[config.mk]
export PLATFORM = sky130hd
export DESIGN_NAME = mips_encoder
export DESIGN_NICKNAME = d
export VERILOG_FILES = /design/src/rtl/mips_encoder.sv
export SDC_FILE = /design/constraint.sdc
export NUM_CORES = 1
export LEC_CHECK = 0
export ABC_AREA = 1
export CAP_MARGIN = 40
export CORE_UTILIZATION = 57
export CTS_CLUSTER_DIAMETER = 30
export CTS_CLUSTER_SIZE = 24
export DETAILED_ROUTE_END_ITERATION = 8
export PLACE_DENSITY_LB_ADDON = 0.15
export SYNTH_ARGS = -nofsm -noshare
export SYNTH_HDL_FRONTEND = slang
export SYNTH_SLANG_ARGS = --single-unit
[constraint.sdc]
create_clock -name clock -period 4.1 [get_ports clock]
set_clock_uncertainty 0.05 [all_clocks]
set_input_delay 1.23 -clock clock [delete_from_list [all_inputs] [get_ports clock]]
set_output_delay 1.23 -clock clock [all_outputs]
set_load 0.005 [all_outputs]
[src/rtl/mips_encoder.sv]
// mips_encoder: packs symbolic instruction requests into 32-bit MIPS words and
// writes them to instruction memory at consecutive word addresses.
// Ports:
//   clock, reset (async, active-low)
//   in_valid / in_ready          request handshake (accepted only in IDLE)
//   mnem, rs, rt, rd, imm        symbolic request fields
//   imem_we, imem_addr, imem_data  instruction-memory write port
//   count                        words written since reset
//   err                          sticky: an illegal mnemonic was accepted
//   full                         count has reached DEPTH; no further requests
module mips_encoder #(
  parameter logic [31:0] BASE_ADDR = 32'h00400000,
  parameter int unsigned DEPTH     = 1024
) (
  input  logic        clock,
  input  logic        reset,
  input  logic        in_valid,
  output logic        in_ready,
  input  logic [4:0]  mnem,
  input  logic [4:0]  rs,
  input  logic [4:0]  rt,
  input  logic [4:0]  rd,
  input  logic [25:0] imm,
  output logic        imem_we,
  output logic [31:0] imem_addr,
  output logic [31:0] imem_data,
  output logic [15:0] count,
  output logic        err,
  output logic        full
);

  localparam int unsigned WORD_W  = 32;
  localparam int unsigned CNT_W   = 16;
  localparam int unsigned REG_W   = 5;
  localparam int unsigned IMM_W   = 26;

  typedef enum logic [1:0] {IDLE, ENC, WR, FULL} state_t;

  state_t             state;
  logic [REG_W-1:0]   mnem_q, rs_q, rt_q, rd_q;
  logic [IMM_W-1:0]   imm_q;
  logic [WORD_W-1:0]  enc_c;
  logic               legal_c;
  logic [CNT_W-1:0]   count_inc_c;

  function automatic logic [31:0] r_word(input logic [4:0] s, input logic [4:0] t,
                                         input logic [4:0] d, input logic [5:0] fn);
    return {6'h00, s, t, d, 5'd0, fn};
  endfunction

  function automatic logic [31:0] i_word(input logic [5:0] op, input logic [4:0] s,
                                         input logic [4:0] t, input logic [15:0] i);
    return {op, s, t, i};
  endfunction

  // Encoder for the latched request; legal_c low for codes 23..31.
  always_comb begin
    enc_c   = '0;
    legal_c = 1'b1;
    case (mnem_q)
      5'd0:  enc_c = r_word(rs_q, rt_q, rd_q, 6'h20);
      5'd1:  enc_c = r_word(rs_q, rt_q, rd_q, 6'h21);
      5'd2:  enc_c = r_word(rs_q, rt_q, rd_q, 6'h22);
      5'd3:  enc_c = r_word(rs_q, rt_q, rd_q, 6'h24);
      5'd4:  enc_c = r_word(rs_q, rt_q, rd_q, 6'h25);
      5'd5:  enc_c = r_word(rs_q, rt_q, rd_q, 6'h27);
      5'd6:  enc_c = r_word(rs_q, rt_q, rd_q, 6'h26);
      5'd7:  enc_c = i_word(6'h08, rs_q, rt_q, imm_q[15:0]);
      5'd8:  enc_c = i_word(6'h09, rs_q, rt_q, imm_q[15:0]);
      5'd9:  enc_c = i_word(6'h0c, rs_q, rt_q, imm_q[15:0]);
      5'd10: enc_c = i_word(6'h0d, rs_q, rt_q, imm_q[15:0]);
      5'd11: enc_c = i_word(6'h0e, rs_q, rt_q, imm_q[15:0]);
      5'd12: enc_c = i_word(6'h04, rs_q, rt_q, imm_q[15:0]);
      5'd13: enc_c = i_word(6'h05, rs_q, rt_q, imm_q[15:0]);
      5'd14: enc_c = {6'h02, imm_q};
      5'd15: enc_c = {6'h00, rs_q, 15'd0, 6'h08};
      5'd16: enc_c = i_word(6'h0f, 5'd0, rt_q, imm_q[15:0]);  // LUI has no rs
      5'd17: enc_c = r_word(rs_q, rt_q, rd_q, 6'h2a);
      5'd18: enc_c = i_word(6'h23, rs_q, rt_q, imm_q[15:0]);
      5'd19: enc_c = i_word(6'h24, rs_q, rt_q, imm_q[15:0]);
      5'd20: enc_c = i_word(6'h2b, rs_q, rt_q, imm_q[15:0]);
      5'd21: enc_c = i_word(6'h28, rs_q, rt_q, imm_q[15:0]);
      5'd22: enc_c = r_word(rs_q, rt_q, rd_q, 6'h2c);
      default: legal_c = 1'b0;
    endcase
  end

  assign count_inc_c = count + CNT_W'(1);

  // Control FSM; in_ready and full are registered alongside the state so they
  // always reflect it exactly.
  always_ff @(posedge clock or negedge reset) begin
    if (!reset) begin
      state     <= IDLE;
      in_ready  <= 1'b1;
      imem_we   <= 1'b0;
      imem_addr <= BASE_ADDR;
      imem_data <= '0;
      count     <= '0;
      err       <= 1'b0;
      full      <= 1'b0;
      mnem_q    <= '0;
      rs_q      <= '0;
      rt_q      <= '0;
      rd_q      <= '0;
      imm_q     <= '0;
    end else begin
      case (state)
        IDLE: begin
          if (in_valid) begin
            mnem_q   <= mnem;
            rs_q     <= rs;
            rt_q     <= rt;
            rd_q     <= rd;
            imm_q    <= imm;
            in_ready <= 1'b0;
            state    <= ENC;
          end
        end
        ENC: begin
          if (legal_c) begin
            imem_data <= enc_c;
            imem_we   <= 1'b1;
            state     <= WR;
          end else begin
            err      <= 1'b1;
            in_ready <= 1'b1;
            state    <= IDLE;
          end
        end
        WR: begin
          imem_we   <= 1'b0;
          imem_addr <= imem_addr + WORD_W'(4);
          count     <= count_inc_c;
          if (count_inc_c == CNT_W'(DEPTH)) begin
            full  <= 1'b1;
            state <= FULL;
          end else begin
            in_ready <= 1'b1;
            state    <= IDLE;
          end
        end
        FULL: state <= FULL;
        default: state <= IDLE;
      endcase
    end
  end

endmodule
==> results.py, run 1 <==
metrics = {
    "run_status": {
        "status": "completed",
    },
    "hold_path": {
        "worstHoldStart": "full",
        "hold_depth": 2,
        "hold_class": "reg2reg",
    },
    "timing": {
        "fin_crit_sh": 0.677,
        "hold_violations": 0,
        "tightest_slew_ns": 0.826,
        "rsz0062_at_grt": "no",
        "period_needed_ns": 2.77,
        "setup_viol": 0,
        "setup-tns-final_ns": 0,
        "max_slew_margin": 0.445,
        "slew_violations": 0,
        "fmax_mhz": 360,
    },
    "cts": {
        "clkTransAtPathRegs_ns": 0.06,
        "insertion_delay_ns": 0.42,
        "cts_tree": "done",
        "cts_setup_buffers": 0,
        "cts.sinks": 129,
        "h-tree-depth": 4,
        "postCtsHoldBufs": 0,
        "numCtsBuffers": 17,
        "cts_root_buffer": "clkbuf_16",
        "clock_path_buffers": 2,
        "cts_resized": 0,
    },
    "setup_path": {
        "required_ns": 2.82,
        "rr_startpoint": "mnem_q[4]",
        "cp-startpoint": "imem_addr[22]",
        "critPathLaunchType": "flip-flop",
        "path_max_fanout": 4,
        "ff2ff_path_depth": 7,
        "crit_chain": "clkdlybuf4s50_1",
        "r2r-end": "imem_data[2]",
        "cp.depth": 1,
        "cp_slowest_cell": "dfstp_2",
        "path_delay_family": "flip-flops",
        "critPathArrivalTime_ns": 1.49,
        "rrSetupSlack_ns": 1.61,
        "path_class": "reg2out",
        "crit_end": "imem_addr[22]",
        "worstSetupEndpointType": "primary output",
        "cp_num_buf_inv": 1,
        "slowest_delay_ns": 0.57,
    },
    "floorplanning": {
        "die_y_um": 114,
        "rows": 40,
        "initial_utilization": 0.590,
        "core-area_um2": 12200,
        "dieArea_um2": 13000,
        "io-pin-count": 133,
        "dieWidth_um": 114,
    },
    "yosys": {
        "avgSynthCellArea_um2": 7.91,
        "synth-async-reset-ratio": 1.00,
        "synth_edf_count": 0,
        "yosys_warnings": 0,
        "synthDistinctLibCells": 41,
        "yosysSeqAreaShare": 0.450,
        "synth_seq_cells": 129,
        "synth_ff_type": "dfrtp_1",
        "syn_area_um2": 7180,
        "syn-instance-count": 907,
    },
    "power": {
        "power.leakage_nw": 4.20,
        "ir_drop_mv": 0.322,
        "powerDensity_nw_per_um2": 632,
        "finalPower_mw": 5.77,
    },
    "global_routing": {
        "antenna_found_initial": 0,
        "grt_max_degree": 67,
        "grt_pass1_wl_mm": 29.0,
        "grt_overflow": 0,
        "grtUsageTotal": 0.284,
        "grt_pass1_vias": 6077,
    },
    "drt": {
        "routed_wirelength_mm": 17.4,
        "wl_per_cell_um": 14.4,
        "vias": 6500,
        "detail-route-antenna-nets": 0,
        "drc": 0,
        "first_pass_iters": 5,
        "drt_iter0_markers": 409,
        "vias_per_cell": 5.40,
    },
    "job": {
        "maxCapViolations": 0,
    },
    "final_layout": {
        "syn_to_final_growth_pct": 27.0,
        "layout.nets": 1083,
        "nFillCells": 932,
        "drive_gt1_frac": 0.0975,
        "fin_util": 0.750,
        "antenna_cells": 0,
    },
    "placement": {
        "gp_congestion": 0.881,
        "io_buffer_count": 129,
        "dp_hpwl_mm": 12.1,
    },
}
area by class of cell:
cell class,count,area [um^2],share of cell area
multi-input cells,660,3420,0.376
flip-flops and latches,129,3230,0.354
repair buffers,137,1380,0.152
clock buffers,20,457,0.0501
inverters,81,304,0.0334
well taps,168,210,0.0231
clock inverters,9,110,0.0121
flip-flops by register name, indices dropped and copies added (netlist names):
register   flops
imem_data     31
imem_addr     30
imm_q         26
count         16
mnem_q         5
rd_q           5
rs_q           5
rt_q           5
state          2
err            1
full           1
imem_we        1
in_ready       1
synthesized netlist by cell type (all sizes together), types with 4 or more instances:
| master | number | share of area |
|---|---|---|
| inv | 71 | 0.037 |
| clkinv | 10 | 0.0052 |
| xor2 | 17 | 0.021 |
| o211ai | 5 | 0.0052 |
| nand4 | 19 | 0.020 |
| nand3 | 43 | 0.031 |
| dfrtp | 127 | 0.44 |
| a21oi | 68 | 0.048 |
| mux2 | 32 | 0.050 |
| clkbuf | 7 | 0.0037 |
| o21ai | 35 | 0.024 |
| nor2 | 124 | 0.069 |
| o31ai | 5 | 0.0052 |
| nand2 | 244 | 0.13 |
| xnor2 | 13 | 0.016 |
| ha | 8 | 0.014 |
| a31oi | 13 | 0.013 |
| nor4 | 4 | 0.0035 |
| a41oi | 10 | 0.012 |
| nor3 | 11 | 0.0077 |
| buf | 32 | 0.028 |
power breakdown:
group / internal, mW / switching [mW]
clock network: 0.915 / 0.543
logic: 0.987 / 1.35
registers: 1.68 / 0.285
placed cells by master (no fill, tap or decap), types with 3 or more instances in the layout:
cell type and n:
nand2_1 240, clkdlybuf4s50_1 128, dfrtp_1 127, nor2_1 113, a21oi_1 67, inv_1 63, nand3_1 41, mux2_2 32
o21ai_0 25, nand4_1 17, xor2_1 17, clkbuf_16 17, xnor2_1 13, a31oi_1 12, nor3_1 11, nor2_2 10
clkinv_1 10, a41oi_1 10, o21ai_1 10, inv_2 8, ha_1 8, buf_4 7, o31ai_1 5, o211ai_1 5
nor4_1 4, nand2_2 4, conb_1 3, clkinvlp_4 3
cells by family (layout without fill, tap and decap cells):
family                     count (synthesis)  after routing  share of synthesized area
other                                      1              3                   0.000523
DFF                                      129            129                      0.450
AOI/OAI and AO/OA                        138            138                      0.110
and+or+nand+nor                          449            449                      0.264
muxes                                     32             32                     0.0502
adders and majority gates                  8              8                     0.0139
xor gates and xnor gates                  30             30                     0.0366
buffers and inverters                    120            247                     0.0741
through the flow:
step                      hold WS (ns)  std cells  cell area, um^2  worst slack [ns]
after floorplan                  0.401        909             7180              1.86
after global placement           0.396       1174             8520              1.07
after detailed placement         0.405       1175             8550              1.23
after CTS                        0.419       1204             9120              1.32
after global routing             0.446       1204             9120              1.29
final                            0.416       1204             9120              1.33
layer usage:
metal | up-vias | wire [um] | global-route usage
li1 | 3190 | - | -
met1 | 3060 | 7170 | 0.350
met2 | 221 | 8600 | 0.469
met3 | 29 | 1260 | 0.0836
met4 | 0 | 349 | 0.113
met5 | - | 0 | 0
worst min-delay path by stage:
stage / end / slack (ns)
finish: full / 0.42
global route: imem_data[18] / 0.45
CTS: full / 0.42
detailed placement: full / 0.41
global placement: full / 0.40
floorplan: in_ready / 0.40
(Power assumes the default switching activity.)
==> inputs of run 2 (changes only) <==
--- a/config.mk
+++ b/config.mk
@@ -7,7 +7,7 @@
 export LEC_CHECK = 0
 export ABC_AREA = 1
 export CAP_MARGIN = 40
-export CORE_UTILIZATION = 57
+export CORE_UTILIZATION = 53
 export CTS_CLUSTER_DIAMETER = 30
 export CTS_CLUSTER_SIZE = 24
 export DETAILED_ROUTE_END_ITERATION = 8
==> constraint.sdc (replaced) <==
create_clock -name clock -period 2.6 [get_ports clock]
set_clock_uncertainty 0.05 [all_clocks]
set_input_delay 0.78 -clock clock [delete_from_list [all_inputs] [get_ports clock]]
set_output_delay 0.78 -clock clock [all_outputs]
set_load 0.005 [all_outputs]
==> results.py, run 2 (synthesis results as in run 1) <==
metrics = {
    "timing": {
        "fmax_mhz": 432,
        "fin_crit_sh": 0.890,
        "max_slew_margin": 0.557,
        "slew_violations": 0,
        "tightest_slew_ns": 0.664,
        "setup-tns-final_ns": 0,
        "holdWs_ns": 0.280,
        "rsz0062_at_grt": "no",
        "setup_viol": 0,
        "period_needed_ns": 2.31,
        "hold_violations": 0,
    },
    "global_routing": {
        "grt_overflow": 0,
        "grt_pass1_wl_mm": 28.9,
        "grt_pass1_vias": 5909,
        "antenna_found_initial": 0,
        "grt_max_degree": 61,
        "grtUsageTotal": 0.259,
    },
    "cts": {
        "clock_path_buffers": 2,
        "cts_resized": 0,
        "numCtsBuffers": 17,
        "insertion_delay_ns": 0.42,
        "clkTransAtPathRegs_ns": 0.06,
        "cts.sinks": 129,
        "cts_tree": "done",
        "cts_setup_buffers": 0,
        "cts_root_buffer": "clkbuf_16",
        "postCtsHoldBufs": 0,
        "h-tree-depth": 4,
    },
    "floorplanning": {
        "dieWidth_um": 118,
        "dieArea_um2": 14000,
        "rows": 42,
        "die_y_um": 118,
        "core-area_um2": 13200,
        "initial_utilization": 0.542,
        "io-pin-count": 133,
    },
    "final_layout": {
        "nFillCells": 1138,
        "drive_gt1_frac": 0.105,
        "final_common_cell": "nand2_1",
        "final_cell_mix": "nand2_1 (240), clkdlybuf4s50_1 (128), dfrtp_1 (127), nor2_1 (113), a21oi_1 (67)",
        "multi_input_area_um2": 3420,
        "syn_to_final_growth_pct": 27.7,
        "largest_registers": "imem_data: 31 flops, imem_addr: 30 flops, imm_q: 26 flops",
        "largest_reg_flops": 31,
        "largest-register": "imem_data",
        "layout.nets": 1090,
        "antenna_cells": 0,
        "regArea_um2": 3230,
    },
    "drt": {
        "first_pass_iters": 5,
        "wl_per_cell_um": 14.1,
        "drt_iter0_markers": 379,
        "routed_wirelength_mm": 17.2,
        "drc": 0,
        "detail-route-antenna-nets": 0,
        "vias_per_cell": 5.24,
        "vias": 6408,
    },
    "setup_path": {
        "required_ns": 1.77,
        "path_max_fanout": 2,
        "slowest_delay_ns": 0.54,
        "cp_num_buf_inv": 1,
        "path_delay_family": "buffers and inverters",
        "critPathArrivalTime_ns": 1.48,
        "crit_chain": "clkdlybuf4s50_1",
        "worstSetupEndpointType": "primary output",
        "critPathLaunchType": "flip-flop",
        "cp_slowest_cell": "clkdlybuf4s50_1",
        "path_class": "reg2out",
    },
    "power": {
        "powerDensity_nw_per_um2": 977,
        "switching_share": 0.390,
        "ir_drop_mv": 0.479,
        "p_int_mw": 5.46,
        "power.leakage_nw": 4.22,
        "switching_power_mw": 3.49,
        "comb_power_share": 0.413,
        "clkPwrFrac": 0.241,
        "finalPower_mw": 8.95,
        "seqPwrFrac": 0.346,
    },
    "job": {
        "maxCapViolations": 0,
    },
    "run_status": {
        "status": "completed",
    },
    "placement": {
        "dp_hpwl_mm": 12.4,
        "io_buffer_count": 129,
        "gp_congestion": 0.891,
    },
    "hold_path": {
        "hold_class": "in2async",
    },
}
==> run 2: worst paths after layout <==
check | from | endpoint | slack [ns] | cells after the start
setup reg to reg | mnem_q[4] | imem_data[3] | 0.36 | 8
min in group clock | in_ready | in_ready | 0.42 | 2
setup / recovery | in_ready | in_ready | 0.29 | 1
hold reg to reg | in_ready | in_ready | 0.42 | 2
hold / removal | reset | imem_data[9] | 0.28 | 1
max in group asynchronous | reset | imem_addr[11] | 1.65 | 2
==> run 2: metal layers <==
metal,global-route usage,routed length (um),up-vias
met5,0,0,-
met4,0.0857,244,0
met3,0.0521,952,23
met2,0.418,8180,183
met1,0.350,7800,2980
li1,-,-,3222
==> run 2: final cells by class <==
type	count	share of cell area
multi-input combinational	660	0.374
sequential	129	0.353
timing repair buffer	144	0.158
clock buffer	20	0.0487
inverter	81	0.0332
tap	176	0.0240
clock inverter	12	0.00956
==> run 2: stage by stage <==
step / cells / instance area, um^2 / utilization / setup slack [ns]
3_5_place_dp: 1190 / 8630 / 0.652 / 0.380
3_3_place_gp: 1190 / 8630 / 0.652 / 0.438
6_report: 1222 / 9160 / 0.692 / 0.286
4_1_cts: 1222 / 9160 / 0.692 / 0.275
5_1_grt: 1222 / 9160 / 0.692 / 0.138
2_1_floorplan: 909 / 7180 / - / 0.798
==> run 2: worst reg2reg max path, stage by stage (launching register included) <==
cell and delay, ns:
dfrtp_1 0.48, inv_1 0.36, nand3_2 0.32, nand2_1 0.10
nor2_2 0.15, nand4_4 0.26, and2_1 0.23, o21ai_1 0.11
nand2_1 0.06
==> run 2: power by group through the flow <==
stage | logic (mW) | clock network, mW | registers [mW]
after detailed placement | 3.65 | 0 | 3.12
after global routing | 4.14 | 2.28 | 3.19
after floorplan | 2.58 | 0 | 3.03
after CTS | 3.69 | 2.18 | 3.10
after global placement | 3.60 | 0 | 3.10
final | 3.70 | 2.15 | 3.10
